**src/rtl/des_expand_stream.sv**
```systemverilog
// Streaming DES-style E-box: G-group 4-to-6 border-duplicating expansion (or its inverse
// contraction with border checking), subkey XOR, valid/ready handshake and 2-deep output buffer.
module des_expand_stream #(
    parameter int G         = 8,
    parameter int ERR_CNT_W = 16
) (
    input  logic                 clk,
    input  logic                 rst,
    input  logic                 s_valid,
    output logic                 s_ready,
    input  logic                 s_mode,
    input  logic [6*G-1:0]       s_data,
    input  logic [6*G-1:0]       s_key,
    output logic                 m_valid,
    input  logic                 m_ready,
    output logic [6*G-1:0]       m_data,
    output logic                 m_mode,
    output logic                 m_err,
    output logic [ERR_CNT_W-1:0] err_cnt
);
    localparam int IN_W  = 4 * G;
    localparam int EXP_W = 6 * G;

    function automatic logic [EXP_W-1:0] expand_f(input logic [IN_W-1:0] din);
        logic [EXP_W-1:0] e;
        e = '0;
        for (int g = 0; g < G; g++) begin
            e[6*g]         = din[(4*g + IN_W - 1) % IN_W];
            e[6*g+1 +: 4]  = din[4*g +: 4];
            e[6*g+5]       = din[(4*g + 4) % IN_W];
        end
        return e;
    endfunction

    function automatic logic [IN_W-1:0] contract_f(input logic [EXP_W-1:0] x);
        logic [IN_W-1:0] r;
        r = '0;
        for (int g = 0; g < G; g++) begin
            r[4*g +: 4] = x[6*g+1 +: 4];
        end
        return r;
    endfunction

    // Border bits must match the neighbouring group's middle bits they were copied from.
    function automatic logic border_err_f(input logic [EXP_W-1:0] x);
        logic [IN_W-1:0] r;
        logic            err;
        r   = contract_f(x);
        err = 1'b0;
        for (int g = 0; g < G; g++) begin
            err = err | (x[6*g] ^ r[(4*g + IN_W - 1) % IN_W]) | (x[6*g+5] ^ r[(4*g + 4) % IN_W]);
        end
        return err;
    endfunction

    logic [EXP_W-1:0]     x_s;
    logic [EXP_W-1:0]     res_data_s;
    logic                 res_err_s;
    logic                 push_s;
    logic                 pop_s;
    logic [1:0]           cnt_r;
    logic [EXP_W-1:0]     data0_r;
    logic [EXP_W-1:0]     data1_r;
    logic                 mode0_r;
    logic                 mode1_r;
    logic                 err0_r;
    logic                 err1_r;
    logic [ERR_CNT_W-1:0] err_cnt_r;

    assign x_s     = s_data ^ s_key;
    assign s_ready = (cnt_r != 2'd2);
    assign m_valid = (cnt_r != 2'd0);
    assign push_s  = s_valid && s_ready;
    assign pop_s   = m_valid && m_ready;
    assign m_data  = data0_r;
    assign m_mode  = mode0_r;
    assign m_err   = err0_r;
    assign err_cnt = err_cnt_r;

    // Input-side result for the beat currently offered.
    always_comb begin
        res_data_s = '0;
        res_err_s  = 1'b0;
        if (s_mode) begin
            res_data_s = {{(EXP_W-IN_W){1'b0}}, contract_f(x_s)};
            res_err_s  = border_err_f(x_s);
        end else begin
            res_data_s = expand_f(s_data[IN_W-1:0]) ^ s_key;
            res_err_s  = 1'b0;
        end
    end

    // Two-entry buffer with the head always held in entry 0.
    always_ff @(posedge clk) begin
        if (rst) begin
            cnt_r   <= 2'd0;
            data0_r <= '0;
            data1_r <= '0;
            mode0_r <= 1'b0;
            mode1_r <= 1'b0;
            err0_r  <= 1'b0;
            err1_r  <= 1'b0;
        end else begin
            case ({push_s, pop_s})
                2'b10: begin
                    if (cnt_r == 2'd0) begin
                        data0_r <= res_data_s;
                        mode0_r <= s_mode;
                        err0_r  <= res_err_s;
                    end else begin
                        data1_r <= res_data_s;
                        mode1_r <= s_mode;
                        err1_r  <= res_err_s;
                    end
                    cnt_r <= cnt_r + 2'd1;
                end
                2'b01: begin
                    data0_r <= data1_r;
                    mode0_r <= mode1_r;
                    err0_r  <= err1_r;
                    data1_r <= '0;
                    mode1_r <= 1'b0;
                    err1_r  <= 1'b0;
                    cnt_r   <= cnt_r - 2'd1;
                end
                // Simultaneous push and pop only happens with one entry held.
                2'b11: begin
                    data0_r <= res_data_s;
                    mode0_r <= s_mode;
                    err0_r  <= res_err_s;
                end
                default: begin
                    cnt_r <= cnt_r;
                end
            endcase
        end
    end

    // Saturating count of accepted beats that failed the border check.
    always_ff @(posedge clk) begin
        if (rst) begin
            err_cnt_r <= '0;
        end else if (push_s && res_err_s && (err_cnt_r != {ERR_CNT_W{1'b1}})) begin
            err_cnt_r <= err_cnt_r + ERR_CNT_W'(1);
        end else begin
            err_cnt_r <= err_cnt_r;
        end
    end
endmodule
```
**config.mk**
```make
export PLATFORM = sky130hd
export DESIGN_NAME = des_expand_stream
export DESIGN_NICKNAME = d
export VERILOG_FILES = /design/src/rtl/des_expand_stream.sv
export SDC_FILE = /design/constraint.sdc
export NUM_CORES = 1
export LEC_CHECK = 0
export ABC_AREA = 1
export BUFFER_PORTS_ARGS = -buffer_cell sky130_fd_sc_hd__buf_2
export CAP_MARGIN = 40
export CORE_ASPECT_RATIO = 0.9
export CORE_MARGIN = 4
export CORE_UTILIZATION = 43
export DETAILED_ROUTE_END_ITERATION = 12
export PLACE_DENSITY = 0.69
export SYNTH_ARGS = -nofsm -noshare
export SYNTH_HDL_FRONTEND = slang
export SYNTH_SLANG_ARGS = --single-unit
```
**constraint.sdc**
```tcl
create_clock -name clk -period 1.89 [get_ports clk]
set_input_delay 0.189 -clock clk [delete_from_list [all_inputs] [get_ports clk]]
set_output_delay 0.189 -clock clk [all_outputs]
set_load 0.005 [all_outputs]
```
-- After elaboration in Yosys (flattened, before gate mapping)
Cells that the tools add are included.
- register bits: 118
- logic and storage cells: 76
- output and inout port bits: 68
- add/subtract/negate cells: 3
- mux-type cells: 15
- bitwise logic cells: 33
- equal/unequal tests: 7
- reductions and logical operators: 10
- operators with widths (cell ; number):
    2-to-1 mux 48 bit ; 3
    case mux 48 bit (3 select lines) ; 1
    case mux 48 bit (2 select lines) ; 1
    bitwise XOR 48 bit ; 2
    adder 16 x 1 -> 16 bit (second input constant) ; 1
    != test 16 bit (second input constant) ; 1
    bitwise XOR 1 bit ; 16
    OR 1 bit ; 15
    != test 2 bit (second input constant) ; 3
    case mux 1 bit (3 select lines) ; 2
    2-to-1 mux 1 bit ; 5
    equality test 2 bit (second input constant) ; 2
    logical AND 1 bit ; 4
    case mux 1 bit (2 select lines) ; 2
    case mux 2 bit (2 select lines) ; 1
    AND reduction 2 bit ; 2
    nonzero test 2 bit ; 2
    nonzero test 3 bit ; 1
    adder 2 x 1 -> 2 bit (second input constant) ; 1
    equality test 2 x 1 -> 1 bit (second input constant) ; 1
    logical NOT 2 bit ; 1
    subtractor 2 x 1 -> 2 bit (second input constant) ; 1

-- Logic depth before layout (Yosys ltp)
Gate-level depths: netlist of the first run.
- depth after elaboration: 20
- depth in mapped cells: 15

-- Worst setup path before layout of the first run
No wires, ideal clock.
- path type: reg-to-reg
- start: register cnt_r[1]
- end: register data1_r[12]
- buffers on the path: 2
- stages on the path, launching flop included: 13
- library setup time: 70 ps
- path slack: -8 ps
- data required time: 1820 ps
- arrival time: 1828 ps
- path through: dfxtp_1 -> nor2_1 -> inv_2 -> nand2_1 -> inv_1 -> ha_1 -> buf_2 -> nor2_1 -> inv_1 -> buf_1 -> o22ai_1 -> inv_1 -> a21oi_1
- longest elaborated chain between the ends: 5
- elaborated cells on any way between the ends: 11
- ends and longest elaborated chain (what ; RTL line ; text):
    start, declared ; 61 ; logic [1:0] cnt_r;
    start signal, assigned ; 115 ; cnt_r <= cnt_r + 2'd1;
    start signal, assigned ; 124 ; cnt_r <= cnt_r - 2'd1;
    start signal, assigned ; 133 ; cnt_r <= cnt_r;
    nonzero test 2 bit * ; 72 ; assign m_valid = (cnt_r != 2'd0);
    named net m_valid ; 14 ; output logic m_valid,
    logical AND 1 bit * ; 74 ; assign pop_s = m_valid && m_ready;
    equality test 2 bit or equality test 2 x 1 -> 1 bit (tied branches) ; 104 ; case ({push_s, pop_s})
    != test 2 bit (no source line) or nonzero test 2 bit (tied branches) ; - ;
    AND reduction 2 bit (no source line) ; - ;
    end signal, assigned ; 111 ; data1_r <= res_data_s;
    end, declared ; 63 ; logic [EXP_W-1:0] data1_r;
Mark *: on every way through the listed nets, which the timed path passes. The rest lies on a longest branch.
A chain may end at the register's enable or synchronous reset.

-- Worst setup path after layout of the first run
- start: register cnt_r[1]
- end: register data0_r[17], in the netlist m_data[17]
- longest elaborated chain between the ends: 5
- elaborated cells on any way between the ends: 12
- ends and longest elaborated chain (what ; RTL line ; text):
    != test 2 bit or nonzero test 2 bit (tied branches) ; 71, 72 ;
    logical AND 1 bit (on tied branches) ; 73, 74 ;
    equality test 2 bit or equality test 2 x 1 -> 1 bit (tied branches) ; 104 ;
    != test 2 bit (no source line) or nonzero test 3 bit (tied branches) ; - ;
    AND reduction 2 bit (no source line) ; - ;
    end signal, assigned ; 107 ; data0_r <= res_data_s;
    end signal, assigned ; 118 ; data0_r <= data1_r;
    end signal, assigned ; 128 ; data0_r <= res_data_s;
    end, declared ; 62 ; logic [EXP_W-1:0] data0_r;
Parallel ways exist; a longest one is shown, timed or not.

==> impl_metrics.csv, run 1 <==
group,metric,value,unit
yosys,synth.area.top_cells,"dfxtp_1 (35%), nand2_1 (15%), a21oi_1 (9.3%)",
routing,first_pass_iters,5,
global_route,grt_pass1_wl,32.5,mm
yosys,synthCells,1058,
routing,drtAntennaViolNets,0,
power_and_ir_drop,power,0.0107,W
floorplan,die_h,128,um
clock_tree,cts_tree,"done",
yosys,synth_fa_ha_area_share,0.549,%
routing,post_drt_wl_per_cell,15.0,um
final_layout,area_delta_synth_final,33.2,%
yosys,synth_area,6830,um^2
critical_path,critPathKind,"reg -> reg",
hold_path,hold_depth,3,
yosys,synth-edff-count,0,
yosys,yosys.area_share.simple,23.6,%
clock_tree,cts_hold_buf,0,
yosys,ys_async_sr_fraction,0,%
floorplan,dieArea,18000,um^2
floorplan,initial_core_util,44.1,%
clock_tree,cts.root.buffer_cell,"clkbuf_16",
clock_tree,clk_latency,0.42,ns
placed_design,io_buffers,168,
yosys,synth_xor_area_share,6.54,%
yosys,syn_nets,1162,
yosys,synth_top_family_by_area,"simple AND/OR/NAND/NOR gates",
critical_path,crit_start,"cnt_r[1]$_SDFFE_PP0P_",
sta,finClkSkew,0.0121,ns
routing,top_layer_used,"met5",
clock_tree,numCtsBuffers,17,
final_layout,utilization,58.7,%
critical_path,worst-endpoint-required,2.24,ns
global_route,grt-ovfl-total,0,
yosys,synthTopCellsByCount,"nand2_1 (279), inv_1 (146), a21oi_1 (127)",
yosys,yosysUniqueCellTypes,26,
routing,dr_wl_met2,9.83,mm
final_layout,layout-drive-gt1-share,26.1,%
routing,via_per_inst,5.15,
placed_design,post_dp_cell_area,8080,um^2
placed_design,place_inst,1415,
critical_path,r2r-start,"cnt_r[1]$_SDFFE_PP0P_",
sta,fin_crit_sh,96.2,%
floorplan,die_w,141,um
hold_path,worst_hold_path.endpoint,"err_cnt[10]$_SDFFE_PP0P_",
yosys,seq_area_frac_synth,34.6,%
final_layout,finalNetCount,1344,
power_and_ir_drop,power_density,1170,nW/um^2
clock_tree,clk_pin_slew_worst_paths,0.06,ns
sta,max_freq,550,MHz
critical_path,crit_chain,"nor2_4 -> inv_2 -> nand2_2 -> inv_2 -> ha_4 -> nor2_4 -> buf_12 -> buf_8 -> buf_6 -> o21ai_2 -> o22ai_2 -> inv_2 -> a21oi_2",
critical_path,rr_worst_depth,13,
critical_path,slowest_delay,0.36,ns
placed_design,hpwlAfterDp,15.6,mm
power_and_ir_drop,ir_worst_vdd,961,uV
critical_path,r2r_slack,0.07,ns
yosys,yosysMostFrequentCell,"nand2_1",
clock_tree,ctsHtreeMaxLevel,4,
sta,fin_crit,1.82,ns
final_layout,fin_area,9100,um^2
critical_path,cpMaxStageDelayCell,"dfxtp_4",
sta,setup_violations,0,
yosys,ys_ff_latch,118,
yosys,synth.avg_cell_area,6.46,um^2
sta,finalHoldViolations,0,
routing,met3_length,1.69,mm
clock_tree,clockBufferDepth,2,
yosys,ys_warn_count,0,
sta,slew_violations,0,
yosys,synth_compound_area_share,23.3,%
sta,slew-limit-headroom,72.0,%
placed_design,place.gp.congestion,0.885,
critical_path,cp_data_arrival_time,2.16,ns
routing,route.detailed.drc,0,
clock_tree,cts.sinks,118,
sta,finalSetupTns,0,ns
floorplan,core_area,15500,um^2
routing,drtIter0Drc,472,
yosys,synth_top_area_cell,"dfxtp_1",
critical_path,cp-end-kind,"flop",
global_route,antenna_found_initial,3,
routing,wl,21.8,mm
final_layout,fin_cells,1457,
global_route,track_usage,22.5,%
job,cap_violations,0,
power_and_ir_drop,leakage,4.62,nW
critical_path,worstReg2RegEnd,"m_data[17]$_SDFFE_PP0P_",
routing,met1_length,9.79,mm
yosys,synth_top_area_share,34.6,%
global_route,grt_pass1_vias,6419,
critical_path,critPathMaxFanout,5,
yosys,synth_mux_area_share,0,%
hold_path,min_path_type,"in -> reg",
yosys,synth_flop_cell,"dfxtp_1",
sta,rsz0062_at_grt,"yes",
run_status,outcome,"finished, final reports clean",
critical_path,path_common_cell,"inv_2",
floorplan,num_rows,43,
global_route,grt_max_degree,69,
critical_path,startpoint_type,"flop",
routing,vias,7501,
floorplan,ioPinCount,169,
sta,tightest_slew,0.419,ns
hold_path,hold_path.startpoint,"rst",
-- power by group --
part / switching (W) / internal [W]
logic: 0.00214 / 0.00155
registers: 0.000341 / 0.00318
clock network: 0.00122 / 0.00225
-- repair_timing --
| item | 4_1_cts | 5_1_grt |
|---|---|---|
| buffers inserted | 0 | 4 |
| setup endpoints to repair | 77 | 96 |
| pin swaps | 2 | 12 |
| endpoints found under the hold margin | 0 | 0 |
| cloned | 1 | 4 |
| resized for setup | 15 | 100 |
-- per-stage QoR --
step	worst slack (ns)	hold slack, ns
finish	0.0722	0.165
global route	-0.0595	0.181
CTS	0.0210	0.149
detailed placement	-0.119	0.438
global placement	-0.0544	0.433
floorplan	0.0327	0.425
-- worst max-delay path, delay by kind of cell (launching register included) --
| family | cells | cell delay, ns |
|---|---|---|
| AOI/OAI and AO/OA | 3 | 0.34 |
| adders and majority gates | 1 | 0.18 |
| DFF | 1 | 0.36 |
| buffers and inverters | 6 | 0.55 |
| and+or+nand+nor | 3 | 0.33 |
-- cells in the final DEF, fill, tap and decap left out, types with 12 or more instances in the layout --
cell type    n
o221a_2     16
nand3_1     18
inv_1      139
buf_2      168
xnor2_1     49
o21ai_0     80
nor2_2      12
dfxtp_1    116
clkbuf_16   19
buf_4       24
nand2_1    274
a21oi_1    117
o22ai_1     23
o21ai_1     27
nor2_1      62
-- cell families after synthesis --
| group | after synthesis |
|---|---|
| AOI/OAI and AO/OA | 289 |
| and+or+nand+nor | 398 |
| xor gates and xnor gates | 51 |
| adders and majority gates | 3 |
| DFF | 118 |
| buffers and inverters | 199 |
-- state kept, by name, summed over array words and instances (netlist names) --
signal and flops:
err1_r 1, mode1_r 1, err_cnt 16, m_data 48, m_err 1, data1_r 48
m_mode 1, cnt_r 2
-- metal layers --
layer  GRT usage [%]  vias up
met5               0        -
met4            7.81        2
met3            5.05       35
met2            35.1      285
met1            31.0     3380
li1                -     3799
-- worst max path at each step --
stage | depth (start not counted) | endpoint | slack, ns
after floorplan | 12 | data1_r[20]$_SDFFE_PP0P_ | 0.03
after global placement | 10 | cnt_r[1]$_SDFFE_PP0P_ | -0.05
after detailed placement | 12 | data1_r[47]$_SDFFE_PP0P_ | -0.12
after CTS | 11 | data1_r[9]$_SDFFE_PP0P_ | 0.02
after global routing | 13 | data1_r[18]$_SDFFE_PP0P_ | -0.06
final | 13 | m_data[17]$_SDFFE_PP0P_ | 0.07
-- layout make-up --
cell class	count	area, um^2
inverters	151	584
repair buffers	210	1350
well taps	202	253
fillers	1491	6390
multi-input cells	741	3900
flip-flops and latches	118	2370
repair inverters	1	8.76
clock buffers	18	439
clock inverters	14	198
diodes	2	5.00
No activity file was read; power rests on OpenSTA's default activity.
==> run 2: changes to the inputs <==
--- a/config.mk
+++ b/config.mk
@@ -9,7 +9,7 @@
 export BUFFER_PORTS_ARGS = -buffer_cell sky130_fd_sc_hd__buf_2
 export CAP_MARGIN = 40
 export CORE_ASPECT_RATIO = 0.9
-export CORE_MARGIN = 4
+export CORE_MARGIN = 2
 export CORE_UTILIZATION = 43
 export DETAILED_ROUTE_END_ITERATION = 12
 export PLACE_DENSITY = 0.69
==> run 2 against run 1 <==
Net effect: fmax fell by 0.47%; sequential power barely moved; critical endpoint is now err1_r$_SDFFE_PP0P_; setup slack got worse by 0.0086 ns; clock power fell by 3%; critical path type unchanged; combinational power fell by 5%; global-route usage rose by 2.4 points; register-to-register slack barely moved; via count fell by 1.8%.
==> impl_metrics.csv, run 2 (synthesized netlist as in run 1, its figures left out) <==
group,metric,value,unit
run_status,outcome,"finished, final reports clean",
global_route,antenna_found_initial,3,
sta,finalHoldViolations,0,
floorplan,die_w,137,um
routing,wl,21.2,mm
floorplan,initial_core_util,44.1,%
critical_path,slowest_delay,0.33,ns
sta,tightest_slew,0.422,ns
hold_path,min_path_type,"in -> reg",
sta,finClkSkew,0.00525,ns
placed_design,place.gp.congestion,0.913,
routing,via_per_inst,5.08,
clock_tree,numCtsBuffers,17,
routing,drtIter0Drc,452,
job,cap_violations,0,
global_route,track_usage,24.9,%
hold_path,hold_path.startpoint,"rst",
final_layout,area_delta_synth_final,29.2,%
final_layout,finalNetCount,1337,
global_route,grt_pass1_wl,32.9,mm
routing,first_pass_iters,5,
critical_path,r2r_slack,0.06,ns
final_layout,fill_cells,1489,
critical_path,cp-end-kind,"flop",
floorplan,dieArea,16900,um^2
final_layout,layout_commonest_cell,"nand2_1",
global_route,grt_pass1_vias,6581,
critical_path,critPathMaxFanout,34,
critical_path,rr_worst_depth,12,
floorplan,core_area,15500,um^2
sta,fin_crit,1.83,ns
final_layout,layout-drive-gt1-share,22.9,%
sta,fin_ws,0.0635,ns
critical_path,cpMaxStageDelayCell,"dfxtp_1",
critical_path,startpoint_type,"flop",
floorplan,die_h,124,um
critical_path,cp_data_arrival_time,2.13,ns
clock_tree,cts.sinks,118,
placed_design,place_worst_setup_slack,-0.0712,ns
placed_design,hpwlAfterDp,15.1,mm
routing,drtAntennaViolNets,0,
sta,setup_violations,0,
critical_path,worst-endpoint-required,2.19,ns
critical_path,crit_chain,"inv_1 -> nand2_1 -> nand2_1 -> buf_4 -> inv_1 -> ha_1 -> or2_1 -> nand2_2 -> inv_2 -> buf_12 -> o21ai_0 -> a21oi_1",
sta,whs,0.116,ns
sta,rsz0062_at_grt,"yes",
clock_tree,clk_pin_slew_worst_paths,0.06,ns
global_route,grt-ovfl-total,0,
power_and_ir_drop,leakage,4.54,nW
placed_design,io_buffers,168,
sta,slew_violations,0,
hold_path,hold_depth,2,
sta,fin_crit_sh,96.6,%
sta,slew-limit-headroom,71.9,%
power_and_ir_drop,ir_worst_vdd,905,uV
floorplan,ioPinCount,169,
hold_path,worst_hold_path.endpoint,"err_cnt[7]$_SDFFE_PP0P_",
routing,vias,7368,
power_and_ir_drop,power_density,1170,nW/um^2
global_route,grt_max_degree,109,
clock_tree,clockBufferDepth,2,
critical_path,r2r-start,"cnt_r[0]$_SDFFE_PP0P_",
final_layout,final_cell_mix,"nand2_1 (277), buf_2 (168), inv_1 (144)",
clock_tree,cts_tree,"done",
clock_tree,ctsHtreeMaxLevel,4,
sta,max_freq,548,MHz
floorplan,num_rows,43,
critical_path,worstReg2RegEnd,"err1_r$_SDFFE_PP0P_",
critical_path,critPathKind,"reg -> reg",
clock_tree,cts.root.buffer_cell,"clkbuf_16",
clock_tree,clk_latency,0.42,ns
routing,post_drt_wl_per_cell,14.6,um
routing,route.detailed.drc,0,
run 2: cell count changes in the layout (fill, tap and decap cells not counted), moves of 5 or more:
cell and delta:
o21ai_0 +6, a21oi_1 +9, nor2_1 +5, o21ai_2 -5
inv_1 +5, a21oi_2 -9
run 2: power breakdown:
| part | total, W | leakage, nW | internal [W] | switching [W] |
|---|---|---|---|---|
| Combinational | 0.00350 | 3.27 | 0.00145 | 0.00205 |
| Sequential | 0.00351 | 0.974 | 0.00318 | 0.000338 |
| Clock | 0.00335 | 0.297 | 0.00212 | 0.00123 |
| Total | 0.0104 | 4.54 | 0.00675 | 0.00362 |
run 2: how the worst max path moves through the flow:
| stage | start | end | slack (ns) |
|---|---|---|---|
| after floorplan | cnt_r[1]$_SDFFE_PP0P_ | data1_r[20]$_SDFFE_PP0P_ | 0.03 |
| after global placement | cnt_r[1]$_SDFFE_PP0P_ | data1_r[47]$_SDFFE_PP0P_ | -0.03 |
| after detailed placement | cnt_r[1]$_SDFFE_PP0P_ | data1_r[47]$_SDFFE_PP0P_ | -0.07 |
| after CTS | cnt_r[1]$_SDFFE_PP0P_ | data1_r[14]$_SDFFE_PP0P_ | 0.001 |
| after global routing | cnt_r[0]$_SDFFE_PP0P_ | data1_r[20]$_SDFFE_PP0P_ | -0.05 |
| final | cnt_r[0]$_SDFFE_PP0P_ | err1_r$_SDFFE_PP0P_ | 0.06 |
run 2: final cells by class:
| cell class | count | area [um^2] | share of cell area (%) |
|---|---|---|---|
| sequential | 118 | 2360 | 26.8 |
| clock inverter | 14 | 176 | 2.00 |
| clock buffer | 18 | 439 | 4.98 |
| multi-input combinational | 741 | 3760 | 42.6 |
| tap | 202 | 253 | 2.86 |
| antenna | 3 | 7.51 | 0.0851 |
| timing repair buffer | 204 | 1260 | 14.2 |
| inverter | 151 | 567 | 6.42 |
run 2: worst max-delay path, delay by kind of cell, from the launching register on:
family / cells / cell delay [ns]
AOI/OAI and AO/OA: 2 / 0.25
and+or+nand+nor: 4 / 0.47
buffers and inverters: 5 / 0.49
DFF: 1 / 0.33
adders and majority gates: 1 / 0.18
run 2: per-layer routing:
layer / up-vias / wire (um) / global-route usage [%]
li1: 3792 / - / -
met1: 3296 / 9460 / 33.0
met2: 249 / 9650 / 39.8
met3: 31 / 1580 / 6.47
met4: 0 / 467 / 8.12
met5: - / 0 / 0
run 2: metrics by stage:
stage,area [um^2],setup TNS [ns],util (%),total power [W],instances
global route,8820,-0.253,56.9,0.0110,1450
global placement,8080,-0.0425,52.2,0.00675,1414
CTS,8720,0,56.3,0.0102,1446
detailed placement,8080,-0.183,52.2,0.00681,1414
finish,8820,0,57.0,0.0104,1451
floorplan,6840,0,-,0.00540,1058
run 2: repair_timing:
item                                    CTS  global route
endpoints found under the setup margin   13            95
resized for setup                        10            38
buffers inserted                          0             1
pin swaps                                 1             1
cloned                                    0             1
hold buffers                              0             0
